<file path="config.mk">
export PLATFORM = sky130hd
export DESIGN_NAME = instr_cache
export DESIGN_NICKNAME = d
export VERILOG_FILES = /design/src/rtl/cpu_defs.sv /design/src/rtl/instr_cache.sv
export SDC_FILE = /design/constraint.sdc
export NUM_CORES = 1
export LEC_CHECK = 0
export BUFFER_PORTS_ARGS = -buffer_cell sky130_fd_sc_hd__clkbuf_2
export CORE_AREA = 10 10 296 298
export CTS_CLUSTER_DIAMETER = 40
export DETAILED_ROUTE_END_ITERATION = 8
export DIE_AREA = 0 0 306 308
export PLACE_DENSITY = 0.67
export SETUP_SLACK_MARGIN = 0.2
export SLEW_MARGIN = 40
export SYNTH_ARGS = -nofsm -noshare
export SYNTH_HDL_FRONTEND = slang
export SYNTH_SLANG_ARGS = --single-unit
</file>
<file path="constraint.sdc">
create_clock -name CLK -period 14.2 [get_ports CLK]
set_input_delay 3.55 -clock CLK [delete_from_list [all_inputs] [get_ports CLK]]
set_output_delay 3.55 -clock CLK [all_outputs]
set_load 0.02 [all_outputs]
</file>
<file path="src/rtl/cpu_defs.sv">
// Shared widths, address-field positions and fetch-cache FSM encodings.
package cpu_defs;
  localparam int ADDR_W          = 10;
  localparam int NUM_BLOCKS      = 8;
  localparam int IDX_W           = 3;
  localparam int WORDS_PER_BLOCK = 4;
  localparam int WORD_W          = 32;
  localparam int BLOCK_W         = WORD_W * WORDS_PER_BLOCK;
  localparam int OFF_W           = 4;
  localparam int TAG_W           = ADDR_W - IDX_W - OFF_W;
  localparam int BADDR_W         = ADDR_W - OFF_W;
  localparam int WSEL_LSB        = 2;
  localparam int IDX_LSB         = OFF_W;
  localparam int TAG_LSB         = OFF_W + IDX_W;
  localparam int MEM_WORDS       = 2 ** (ADDR_W - WSEL_LSB);

  typedef enum logic [1:0] {
    S_IDLE     = 2'd0,
    S_MEM_READ = 2'd1,
    S_UPDATE   = 2'd2
  } ic_state_e;
endpackage

</file>
<file path="src/rtl/instr_cache.sv">
// Direct-mapped read-only instruction cache: combinational hit path, stalling block fill on miss.
module instr_cache
  import cpu_defs::*;
(
  input  logic               CLK,
  input  logic               RESET,
  input  logic [31:0]        PC,
  output logic [WORD_W-1:0]  INSTRUCTION,
  output logic               BUSYWAIT,
  output logic               MEM_READ,
  output logic [BADDR_W-1:0] MEM_ADDRESS,
  input  logic [BLOCK_W-1:0] MEM_READDATA,
  input  logic               MEM_BUSYWAIT
);
  logic [TAG_W-1:0]   pc_tag;
  logic [IDX_W-1:0]   pc_idx;
  logic [1:0]         pc_wsel;
  logic [BADDR_W-1:0] pc_baddr;
  logic               pc_unused;

  assign pc_tag    = PC[ADDR_W-1:TAG_LSB];
  assign pc_idx    = PC[TAG_LSB-1:IDX_LSB];
  assign pc_wsel   = PC[IDX_LSB-1:WSEL_LSB];
  assign pc_baddr  = PC[ADDR_W-1:OFF_W];
  assign pc_unused = ^{PC[31:ADDR_W], PC[WSEL_LSB-1:0]};

  logic [NUM_BLOCKS-1:0]                         valid_q;
  logic [NUM_BLOCKS-1:0][TAG_W-1:0]              tag_q;
  logic [NUM_BLOCKS-1:0][BLOCK_W-1:0]            data_q;
  logic [WORDS_PER_BLOCK-1:0][WORD_W-1:0]        line_w;
  logic [BADDR_W-1:0]                            fill_addr_q;
  logic [IDX_W-1:0]                              fill_idx;
  logic [TAG_W-1:0]                              fill_tag;
  ic_state_e                                     state_q, state_d;
  logic                                          hit, busy, fill_en;

  assign hit         = valid_q[pc_idx] && (tag_q[pc_idx] == pc_tag);
  assign line_w      = data_q[pc_idx];
  assign INSTRUCTION = line_w[pc_wsel];
  assign fill_idx    = fill_addr_q[IDX_W-1:0];
  assign fill_tag    = fill_addr_q[BADDR_W-1:IDX_W];

  always_comb begin
    state_d  = state_q;
    busy     = 1'b0;
    MEM_READ = 1'b0;
    fill_en  = 1'b0;
    case (state_q)
      S_IDLE: begin
        busy = !hit;
        if (!hit) state_d = S_MEM_READ;
      end
      S_MEM_READ: begin
        MEM_READ = 1'b1;
        busy     = 1'b1;
        if (!MEM_BUSYWAIT) begin
          fill_en = 1'b1;
          state_d = S_UPDATE;
        end
      end
      S_UPDATE: begin
        busy    = 1'b1;
        state_d = S_IDLE;
      end
      default: state_d = S_IDLE;
    endcase
  end

  // Stall is released while reset is held even though nothing is valid yet.
  assign BUSYWAIT    = busy && !RESET;
  assign MEM_ADDRESS = (state_q == S_MEM_READ) ? fill_addr_q : pc_baddr;

  always_ff @(posedge CLK or posedge RESET) begin
    if (RESET) begin
      state_q <= S_IDLE;
      valid_q <= '0;
    end else begin
      state_q <= state_d;
      if (fill_en) valid_q[fill_idx] <= 1'b1;
    end
  end

  // Fill target is frozen once the miss leaves IDLE, so a PC change mid-fill cannot redirect it.
  always_ff @(posedge CLK) begin
    if (state_q == S_IDLE) fill_addr_q <= pc_baddr;
    if (fill_en) begin
      data_q[fill_idx] <= MEM_READDATA;
      tag_q[fill_idx]  <= fill_tag;
    end
  end
endmodule
</file>
==> metrics.md, run 1 <==
| Metric | Value |
|---|---|
| Hold-fix buffers, CTS | 0 |
| Area fraction of the dominant cell type after synthesis | between 70 and 80% |
| Setup_tns | 0 ns |
| Worst r2r path cells | 7 |
| Dpl hpwl | 47400 µm |
| Worst skew pair latency | 0.71 ns |
| Required @ worst endpoint | 10.65 ns |
| Leak Pwr | around 15 nW |
| Final GP Congestion | 0.732 |
| Post-CTS setup buffers | 0 |
| Total Routing Usage GR | roughly 19% |
| Worst slew margin relative to its limit | roughly 49% |
| Stages on the worst setup path | 9 |
| First-pass GRT wire length | around 130000 µm |
| Clock sinks | between 1000 and 1500 |
| Synth unique cells | 26 |
| Pin count of the biggest net entering global routing | ~110 |
| Final worst-path cycle share | between 70% and 80% |
| MaxCap Viol Count | 0 |
| Commonest cells after routing, fill and taps aside | edfxtp_1, mux4_2, clkbuf_2, clkbuf_16, mux2_2 |
| Cells after synthesis | ~1600 |
| DR vias | approximately 18000 |
| # rows | 105 |
| Syn avg cell area | around 26 µm² |
| Cell area power density | ~160 mW/mm² |
| Yosys Warn Count | 0 |
| Clock root buffer master | clkbuf_16 |
| IO Pins | between 200 and 250 |
| Area contributors post-synth | edfxtp_1, mux4_2, mux2_2 |
| WHS | about 0.47 ns |
| Initial antenna violation count | 17 |
| Worst path cell trace | buf_8, buf_12, buf_16, mux2i_1, mux4_2, xnor2_1, or2_2, o31a_1, clkbuf_2 |
| Skew final | ~0.023 ns |
| Register area share after synthesis | 78.8% |
| Crit-path leading delay family | buffers and inverters |
| CP Capture Type | output pin |
| Critical-path maximum fanout | 64 |
| Avg Vias per Cell | 5.87 |
| Vias in the first global route | roughly 19000 |
| Post-cts sizing count | 0 |
| DRT iter0 DRCs | 1545 |
| Largest area contributor in the netlist | edfxtp_1 |
| Number of CTS-inserted buffers | between 100 and 150 |
| Slowest stage delay, CP | roughly 0.52 ns |
| Register bit count reported by yosys | around 1100 |
| Tightest Pin Transition | 0.769 ns |
| Die W | roughly 310 µm |
| Type of the most critical hold path | flip-flop to flip-flop |
| Crit path time final | roughly 10 ns |
| Clock-pin slew on the worst setup and hold paths | 0.06 ns |
| Buf/Inv on CP | 4 |
| Routed len/inst | around 28 µm |
| Post-Syn Nets | 1733 |
| Die area | 0.0942 mm² |
| Hold Fails Final Rpt | 0 |
| Final wirelength | between 80000 and 90000 µm |
| H-Tree Level Count | 4 |
| Cell Area, Synth | slightly above 0.04 mm² |
| Final net count | about 2000 |
| Port Buffer Count | around 180 |
| Layout cell share with drive strength beyond 1 | between 40% and 50% |
| Layout area overhead | 16.7% |
| Die Y-Extent | 308 µm |
| Cell at the slowest stage of the critical path | buf_8 |
| Post-DRT Antenna Nets | 0 |
| CTS tree | done |
| Status | complete, no violations |
| Hold path cells | 1 |
| GR Overflow Total | 0 |
| Remaining DRCs | 0 |
| Commonest non-fill, non-tap cell in the layout | edfxtp_1 |
| Max frequency | just under 0.1 GHz |
| Startpoint types | primary input |
| Core area | just over 0.08 mm² |
| Kind of critical path | primary input to output pin |
| Arrival time worst endpoint | between 6 and 7 ns |
| Unrepaired setup endpoints after global routing | no |
| Initial Util | around 50% |
| Peak supply drop | 0.133 mV |
| Pins Over Slew Limit | 0 |
| Final setup fails | 0 |
| Longest Clk Path Bufs | 3 |
| Pre-antenna DRT Iters | 4 |
-- cell families after synthesis --
kind of cell / Yosys count / share of synthesized area (%)
compound gates: 4 / 0.0835
xor+xnor: 3 / 0.0649
fa+ha+maj: 4 / 0.124
buf+inv: 83 / 1.01
flops: 1064 / 78.8
mux: 376 / 19.5
simple gates: 32 / 0.414
-- worst register-to-register path: cells and delay by family, from the launching register on --
family,cells,cell delay (ns)
buffers and inverters,4,1.60
AND/OR/NAND/NOR,2,0.94
adder cells (fa/ha/maj),1,0.67
flip-flops,1,0.37
-- flip-flops by register name (all words and copies together) (netlist names) --
signal and count:
tag_q 24, valid_q 8, state_q 2, fill_addr_q 6, data_q 1024
-- through the flow --
stage / instances / util, % / power, W / worst slack, ns / area (µm²)
2_1_floorplan: 1566 / - / 0.00420 / 0.588 / 40500
3_3_place_gp: 2763 / 52.3 / 0.00440 / 3.85 / 42600
3_5_place_dp: 2769 / 52.5 / 0.00443 / 3.77 / 42800
4_1_cts: 3015 / 57.8 / 0.00768 / 3.78 / 47200
5_1_grt: 3019 / 57.9 / 0.00786 / 3.58 / 47200
6_report: 3023 / 57.9 / 0.00761 / 3.91 / 47200
-- cells in the mapped netlist --
library cell and n:
buf_1 12, nand3b_1 1, nand3_1 3, o41ai_1 1
edfxtp_1 1054, o31a_1 1, ha_1 4, mux2i_1 12
buf_2 17, a2bb2oi_1 1, buf_4 12, xnor2_1 3
nor2_1 7, or2_2 9, or4_1 1, nand2b_1 3
nor3_1 3, nand2_1 4, nor4_1 1, mux2_2 39
buf_6 4, mux4_2 325, clkbuf_1 34, o211ai_1 1
inv_1 4, dfrtp_1 10
-- routing by layer --
metal / share of wire (%) / vias to the layer above / global-route usage, %
met5: 0.14 / - / 0
met4: 2.7 / 20 / 6.20
met3: 7.6 / 176 / 5.18
met2: 50 / 586 / 30.0
met1: 40 / 9515 / 24.2
li1: - / 7456 / -
-- where the power goes --
group          total [W]  switching, W  internal (W)
Combinational   0.000626      0.000381      0.000246
Clock            0.00325       0.00128       0.00197
Sequential       0.00373     0.0000523       0.00368
Total            0.00761       0.00171       0.00590
-- final timing paths --
path | slack (ns) | end | from
worst min-delay path | 0.47 | valid_q[2]$_DFFE_PP0P_ | valid_q[2]$_DFFE_PP0P_
worst min register to register | 0.47 | valid_q[2]$_DFFE_PP0P_ | valid_q[2]$_DFFE_PP0P_
worst max-delay path | 3.91 | BUSYWAIT | PC[4]
max in group asynchronous | 11.08 | state_q[1]$_DFFE_PP0P_ | RESET
worst max register to register | 10.28 | data_q[342]$_DFFE_PP_ | state_q[1]$_DFFE_PP0P_
min in group asynchronous | 2.85 | valid_q[6]$_DFFE_PP0P_ | RESET
-- area by class of cell --
| type | count | area (µm²) |
|---|---|---|
| fill | 5696 | 34300 |
| inverter | 4 | 15.0 |
| tap | 1070 | 1340 |
| clock inverter | 85 | 787 |
| sequential | 1064 | 31900 |
| antenna | 6 | 15.0 |
| timing repair buffer | 214 | 1410 |
| multi-input combinational | 419 | 8210 |
| clock buffer | 161 | 3560 |
(Power assumes the default switching activity.)
==> run 2, diff against run 1 <==
Clock period 14.2 ns to 9.6 ns, I/O delays scaled along.
==> metrics.md, run 2 (synthesized netlist as in run 1, its figures left out) <==
| Metric | Value |
|---|---|
| Status | complete, no violations |
| Commonest cells after routing, fill and taps aside | edfxtp_1, mux4_2, clkbuf_2, clkbuf_16, mux2_2 |
| Layout area overhead | 17.4% |
| Final Util | 58.2% (+0.32 points) |
| Finished Cell Area | 0.0475 mm² (+0.55%) |
| Final GP Congestion | 0.736 (+0.55%) |
| Sw power | 0.00257 W (+50%) |
| Largest regs | data_q x1024, tag_q x24, valid_q x8 |
| Tightest Pin Transition | 0.841 ns (+0.0721 ns) |
| Worst slew margin relative to its limit | 43.9% (-4.8 points) |
| Number of CTS-inserted buffers | 132 (-1.5%) |
| Die W | 306 µm (unchanged) |
| Cell area power density | 239 mW/mm² (+48%) |
| Comb pwr share | 8.1% (about the same) |
| Clock power frac | 43.2% (+0.5 points) |
| Pins Over Slew Limit | 0 (unchanged) |
| Final setup fails | 0 (unchanged) |
| Worst path cell trace | buf_8, buf_16, buf_12, mux4_2, mux4_2, mux2_2, clkbuf_2 |
| Vias in the first global route | 19158 (+0.95%) |
| Sequential share of power | 48.7% (-0.3 points) |
| Arrival time worst endpoint | 5.02 ns (-1.72 ns) |
| Post-CTS setup buffers | 0 (unchanged) |
| Leak Pwr | 15.2 nW (+0.43%) |
| Kind of critical path | primary input to output pin |
| Worst skew pair latency | 0.71 ns (about the same) |
| Post-DP Area | 0.0430 mm² (+0.53%) |
| Reg2Reg Capture Point | data_q[76]$_DFFE_PP_ |
| Total Routing Usage GR | 18.1% (-0.39 points) |
| Internal power | 0.00878 W (+49%) |
| Layout cell share with drive strength beyond 1 | 41.3% (+0.20 points) |
| Avg Vias per Cell | 5.82 (-0.94%) |
| Hold Fails Final Rpt | 0 (unchanged) |
| Most used cell, CP | mux4_2 |
| R2R setup slack | 6.50 ns (-3.78 ns) |
| Commonest non-fill, non-tap cell in the layout | edfxtp_1 |
| Hold-fix buffers, CTS | 0 (unchanged) |
| Hold path cells | 1 (unchanged) |
| Clock sinks | 1064 (unchanged) |
| Peak supply drop | 0.207 mV (+55%) |
| GR Overflow Total | 0 (unchanged) |
| Post-cts sizing count | 0 (unchanged) |
| Final wirelength | 84100 µm (-2.4%) |
| Worst hold path startpoint | valid_q[3]$_DFFE_PP0P_ |
| Switching Fraction | 22.6% (+0.15 points) |
| Required @ worst endpoint | 7.20 ns (-3.45 ns) |
| Initial Util | 49.6% (unchanged) |
| Dpl hpwl | 45100 µm (-4.8%) |
| Fill count | 5708 (+0.21%) |
| CTS tree | done |
| Pin count of the biggest net entering global routing | 108 (-3.6%) |
| Unrepaired setup endpoints after global routing | no |
| Cell at the slowest stage of the critical path | mux4_2 |
| Crit path time final | 7.42 ns |
| MaxCap Viol Count | 0 (unchanged) |
| Final net count | 2000 (-0.20%) |
| Clock root buffer master | clkbuf_16 |
| FF-to-FF Start | state_q[1]$_DFFE_PP0P_ |
| H-Tree Level Count | 4 (unchanged) |
| IO Pins | 203 (unchanged) |
| Most flop-heavy register | data_q |
| Post-DRT Antenna Nets | 0 (unchanged) |
| Max frequency | ~0.13 GHz |
| Pre-antenna DRT Iters | 5 (+1) |
| DRT iter0 DRCs | 1224 (-21%) |
| # rows | 105 (unchanged) |
| Startpoint types | primary input |
| Remaining DRCs | 0 (unchanged) |
| Routed len/inst | 27.9 µm (-2.1%) |
| Worst r2r path cells | 7 (unchanged) |
| Clock-pin slew on the worst setup and hold paths | 0.05 ns (about the same) |
| Final worst-path cycle share | slightly below 80% |
| Initial antenna violation count | 20 (+3) |
| CP Capture Type | output pin |
| Core area | 0.0816 mm² (unchanged) |
| Critical-path maximum fanout | 45 (-30%) |
| Setup_tns | 0 ns (unchanged) |
| Port Buffer Count | 178 (unchanged) |
| Skew final | 0.0219 ns (-0.00112 ns) |
| Slowest stage delay, CP | 0.56 ns (+0.04 ns) |
| Die area | 0.0942 mm² (unchanged) |
| DR vias | 17539 (-1.2%) |
| Max FFs per register | 1024 (unchanged) |
| First-pass GRT wire length | 126000 µm (-1.8%) |
| Longest Clk Path Bufs | 3 (unchanged) |
| Min-Delay Endpoint | valid_q[3]$_DFFE_PP0P_ |
| Die Y-Extent | 308 µm (unchanged) |
| Type of the most critical hold path | flip-flop to flip-flop |
==> run 2: cell types whose count changed in the layout (fill, tap and decap cells not counted), sizes merged <==
cell,change
bufinv,+4
diode,-1
inv,+3
clkinv,-8
clkinvlp,+4
clkbuf,-8
buf,-2
==> run 2: critical path: cells and delay by family <==
kind | cells | cell delay (ns)
buffers and inverters | 4 | 1.15
multiplexers | 3 | 1.37
==> run 2: cell type report <==
class / count / area [µm²] / share of cell area, %
Clock inverter: 88 / 1020 / 2.14
Inverter: 4 / 15.0 / 0.0316
Timing Repair Buffer: 212 / 1570 / 3.30
Tap cell: 1070 / 1340 / 2.82
Sequential cell: 1064 / 31900 / 67.2
Multi-Input combinational cell: 419 / 8220 / 17.3
Clock buffer: 153 / 3420 / 7.21
Antenna cell: 5 / 12.5 / 0.0263
==> run 2: power by group through the flow <==
stage | Sequential (W) | Clock (W) | Combinational, W
5_1_grt | 0.00554 | 0.00520 | 0.000988
6_report | 0.00552 | 0.00490 | 0.000921
3_3_place_gp | 0.00560 | 0 | 0.000903
2_1_floorplan | 0.00564 | 0 | 0.000563
3_5_place_dp | 0.00562 | 0 | 0.000941
4_1_cts | 0.00552 | 0.00500 | 0.000946
==> run 2: layer usage <==
layer	share of wire (%)	track usage, %
met1	39	22.3
met2	52	30.8
met3	6.9	5.32
met4	2.1	5.85
met5	0.24	0
==> run 2: through the flow <==
step	setup slack [ns]	std cells	total power, W	hold WS [ns]
floorplan	0.780	1566	0.00620	0.434
global placement	2.00	2758	0.00650	0.446
detailed placement	2.09	2769	0.00656	0.457
CTS	2.08	3010	0.0115	0.474
global route	1.99	3012	0.0117	0.486
finish	2.18	3015	0.0113	0.488
==> run 2: how the worst max path moves through the flow <==
stage | start | to | slack [ns] | depth (start not counted)
after global routing | PC[4] | INSTRUCTION[6] | 1.99 | 7
final | PC[4] | INSTRUCTION[6] | 2.18 | 7
after floorplan | MEM_BUSYWAIT | valid_q[7]$_DFFE_PP0P_ | 0.78 | 4
after detailed placement | PC[4] | INSTRUCTION[7] | 2.09 | 7
after global placement | PC[4] | BUSYWAIT | 2.00 | 8
after CTS | PC[4] | INSTRUCTION[7] | 2.08 | 7
==> run 3, diff against run 2 <==
Settings changed: PLACE_DENSITY 0.67 to 0.69.
Clock period 9.6 ns to 6.5 ns, I/O delays scaled along.
==> metrics.md, run 3 (synthesized netlist as in run 1, its figures left out) <==
| Metric | Value |
|---|---|
| Status | complete, no violations |
| Required @ worst endpoint | 4.88 ns (-2.32 ns) |
| Final setup fails | 0 (unchanged) |
| Unrepaired setup endpoints after global routing | no |
| Clock root buffer master | clkbuf_16 |
| Worst skew pair latency | 0.67 ns (-0.04 ns) |
| Sw power | 0.00357 W (+39%) |
| MaxCap Viol Count | 0 (unchanged) |
| FF-to-FF Start | state_q[1]$_DFFE_PP0P_ |
| Setup_tns | 0 ns (unchanged) |
| # rows | 105 (unchanged) |
| Port Buffer Count | 178 (unchanged) |
| Cell area power density | 343 mW/mm² (+44%) |
| Post-CTS setup buffers | 0 (unchanged) |
| Die Y-Extent | 308 µm (unchanged) |
| Crit path time final | roughly 5.7 ns |
| WHS | 0.471 ns (-0.0168 ns) |
| Worst path cell trace | buf_8, buf_4, mux2i_1, mux4_2, xnor2_1, or2_2, o31a_1, clkbuf_2 |
| Final net count | 2001 (+0.050%) |
| DR vias | 17527 (-0.068%) |
| Kind of critical path | primary input to output pin |
| Dpl hpwl | 47900 µm (+6.2%) |
| Die W | 306 µm (unchanged) |
| First-pass GRT wire length | 126000 µm (-0.31%) |
| Worst hold path startpoint | valid_q[6]$_DFFE_PP0P_ |
| Tightest Pin Transition | 0.819 ns (-0.0223 ns) |
| Max frequency | between 0.15 and 0.2 GHz |
| Slowest stage delay, CP | 0.53 ns (-0.03 ns) |
| Max FFs per register | 1024 (unchanged) |
| Routed len/inst | 27.8 µm (-0.18%) |
| Clock-pin slew on the worst setup and hold paths | 0.05 ns (about the same) |
| Core area | 0.0816 mm² (unchanged) |
| Layout cell share with drive strength beyond 1 | 41.6% (+0.22 points) |
| Final setup margin | 0.773 ns (-1.40 ns) |
| Initial antenna violation count | 18 (-10%) |
| Leak Pwr | 15.1 nW (-0.84%) |
| Skew final | 0.0248 ns (+0.00289 ns) |
| Clock power frac | 41.3% (-1.9 points) |
| Tot Pwr | 0.0162 W (+43%) |
| Worst r2r path cells | 7 (unchanged) |
| Worst slew margin relative to its limit | 45.4% (+1.5 points) |
| Die area | 0.0942 mm² (unchanged) |
| Hold path cells | 1 (unchanged) |
| Layout area overhead | 16.7% |
| Busiest layer in global routing | met2 |
| Pre-CTS setup slack | 0.704 ns (-1.38 ns) |
| Arrival time worst endpoint | 4.10 ns (-0.92 ns) |
| Startpoint types | primary input |
| Final worst-path cycle share | about 88% |
| Hold-fix buffers, CTS | 0 (unchanged) |
| Commonest cells after routing, fill and taps aside | edfxtp_1, mux4_2, clkbuf_2, clkbuf_16, mux2_2 |
| Switching Fraction | 22.1% (-0.57 points) |
| Initial Util | 49.6% (unchanged) |
| Hold Fails Final Rpt | 0 (unchanged) |
| Most flop-heavy register | data_q |
| Pins Over Slew Limit | 0 (unchanged) |
| GR Layer Usage met1 | 22.5% (+0.17 points) |
| Remaining DRCs | 0 (unchanged) |
| Internal power | 0.0126 W (+44%) |
| Vias in the first global route | 18974 (-0.96%) |
| GR Overflow Total | 0 (unchanged) |
| Cell at the slowest stage of the critical path | mux4_2 |
| GRT met2 Usage | 30.8% (+0.063 points) |
| Peak supply drop | 0.311 mV (+50%) |
| Type of the most critical hold path | flip-flop to flip-flop |
| Clock sinks | 1064 (unchanged) |
| Total Routing Usage GR | 18.0% (-0.15 points) |
| Pin count of the biggest net entering global routing | 95 (-12%) |
| Commonest non-fill, non-tap cell in the layout | edfxtp_1 |
| H-Tree Level Count | 3 (-1) |
| Critical-path maximum fanout | 27 (-40%) |
| Comb pwr share | 8.4% (+0.3 points) |
| IO Pins | 203 (unchanged) |
| Post-cts sizing count | 0 (unchanged) |
| Avg Vias per Cell | 5.82 (+0.13%) |
| Sequential share of power | 50.3% (+1.6 points) |
| GR Util met3 | 5.47% (+0.16 points) |
| Critical Path Source | PC[4] |
| Final GP Congestion | 0.734 (-0.24%) |
| Largest regs | data_q x1024, tag_q x24, valid_q x8 |
| Pre-antenna DRT Iters | 5 (unchanged) |
| CP Capture Type | output pin |
| Final wirelength | 83700 µm (-0.38%) |
| Number of CTS-inserted buffers | 119 (-9.8%) |
| CTS tree | done |
| DRT iter0 DRCs | 1374 (+12%) |
| Post-DRT Antenna Nets | 0 (unchanged) |
| Longest Clk Path Bufs | 3 (unchanged) |
run 3: cell count changes in the layout (fill, tap and decap cells not counted), sizes merged:
cell	change
clkbuf	-24
buf	+14
clkinvlp	+9
inv	-8
clkinv	+4
diode	-3
bufinv	+2
run 3: path summary, 6_finish.rpt:
path	slack (ns)	endpoint
hold / removal	0.47	valid_q[6]$_DFFE_PP0P_
max in group asynchronous	5.26	valid_q[4]$_DFFE_PP0P_
min in group asynchronous	0.95	state_q[1]$_DFFE_PP0P_
setup / recovery	0.77	BUSYWAIT
hold reg to reg	0.47	valid_q[6]$_DFFE_PP0P_
setup reg to reg	3.30	data_q[103]$_DFFE_PP_
run 3: power by group through the flow:
stage / logic [W] / registers, W / clock network, W
after floorplan: 0.000832 / 0.00833 / 0
after global placement: 0.00135 / 0.00826 / 0
after detailed placement: 0.00140 / 0.00829 / 0
after CTS: 0.00140 / 0.00815 / 0.00680
after global routing: 0.00147 / 0.00818 / 0.00712
final: 0.00137 / 0.00815 / 0.00669
run 3: layout make-up:
class	count	area [µm²]
Antenna cell	2	5.00
Clock buffer	129	3080
Clock inverter	95	958
Fill cell	5667	34400
Inverter	4	15.0
Multi-Input combinational cell	419	8220
Sequential cell	1064	31900
Tap cell	1070	1340
Timing Repair Buffer	226	1700
run 3: worst max-delay path: cells and delay by family:
kind / cells / cell delay, ns
multiplexers: 2 / 0.67
AND/OR/NAND/NOR: 1 / 0.31
buffers and inverters: 3 / 0.97
AO/OA/AOI/OAI: 1 / 0.28
XOR/XNOR: 1 / 0.19
run 3: stage by stage:
step	cell area (µm²)	cells	utilization [%]
6_report	47200	3009	57.9
5_1_grt	47200	3007	57.9
4_1_cts	47200	3007	57.9
3_5_place_dp	43200	2783	52.9
3_3_place_gp	43000	2776	52.7
2_1_floorplan	40500	1566	-
run 3: layer usage:
metal | wire [µm] | share of wire, %
met4 | 1530 | 1.8
met5 | 226 | 0.27
met3 | 6510 | 7.8
met1 | 31700 | 38
met2 | 43700 | 52
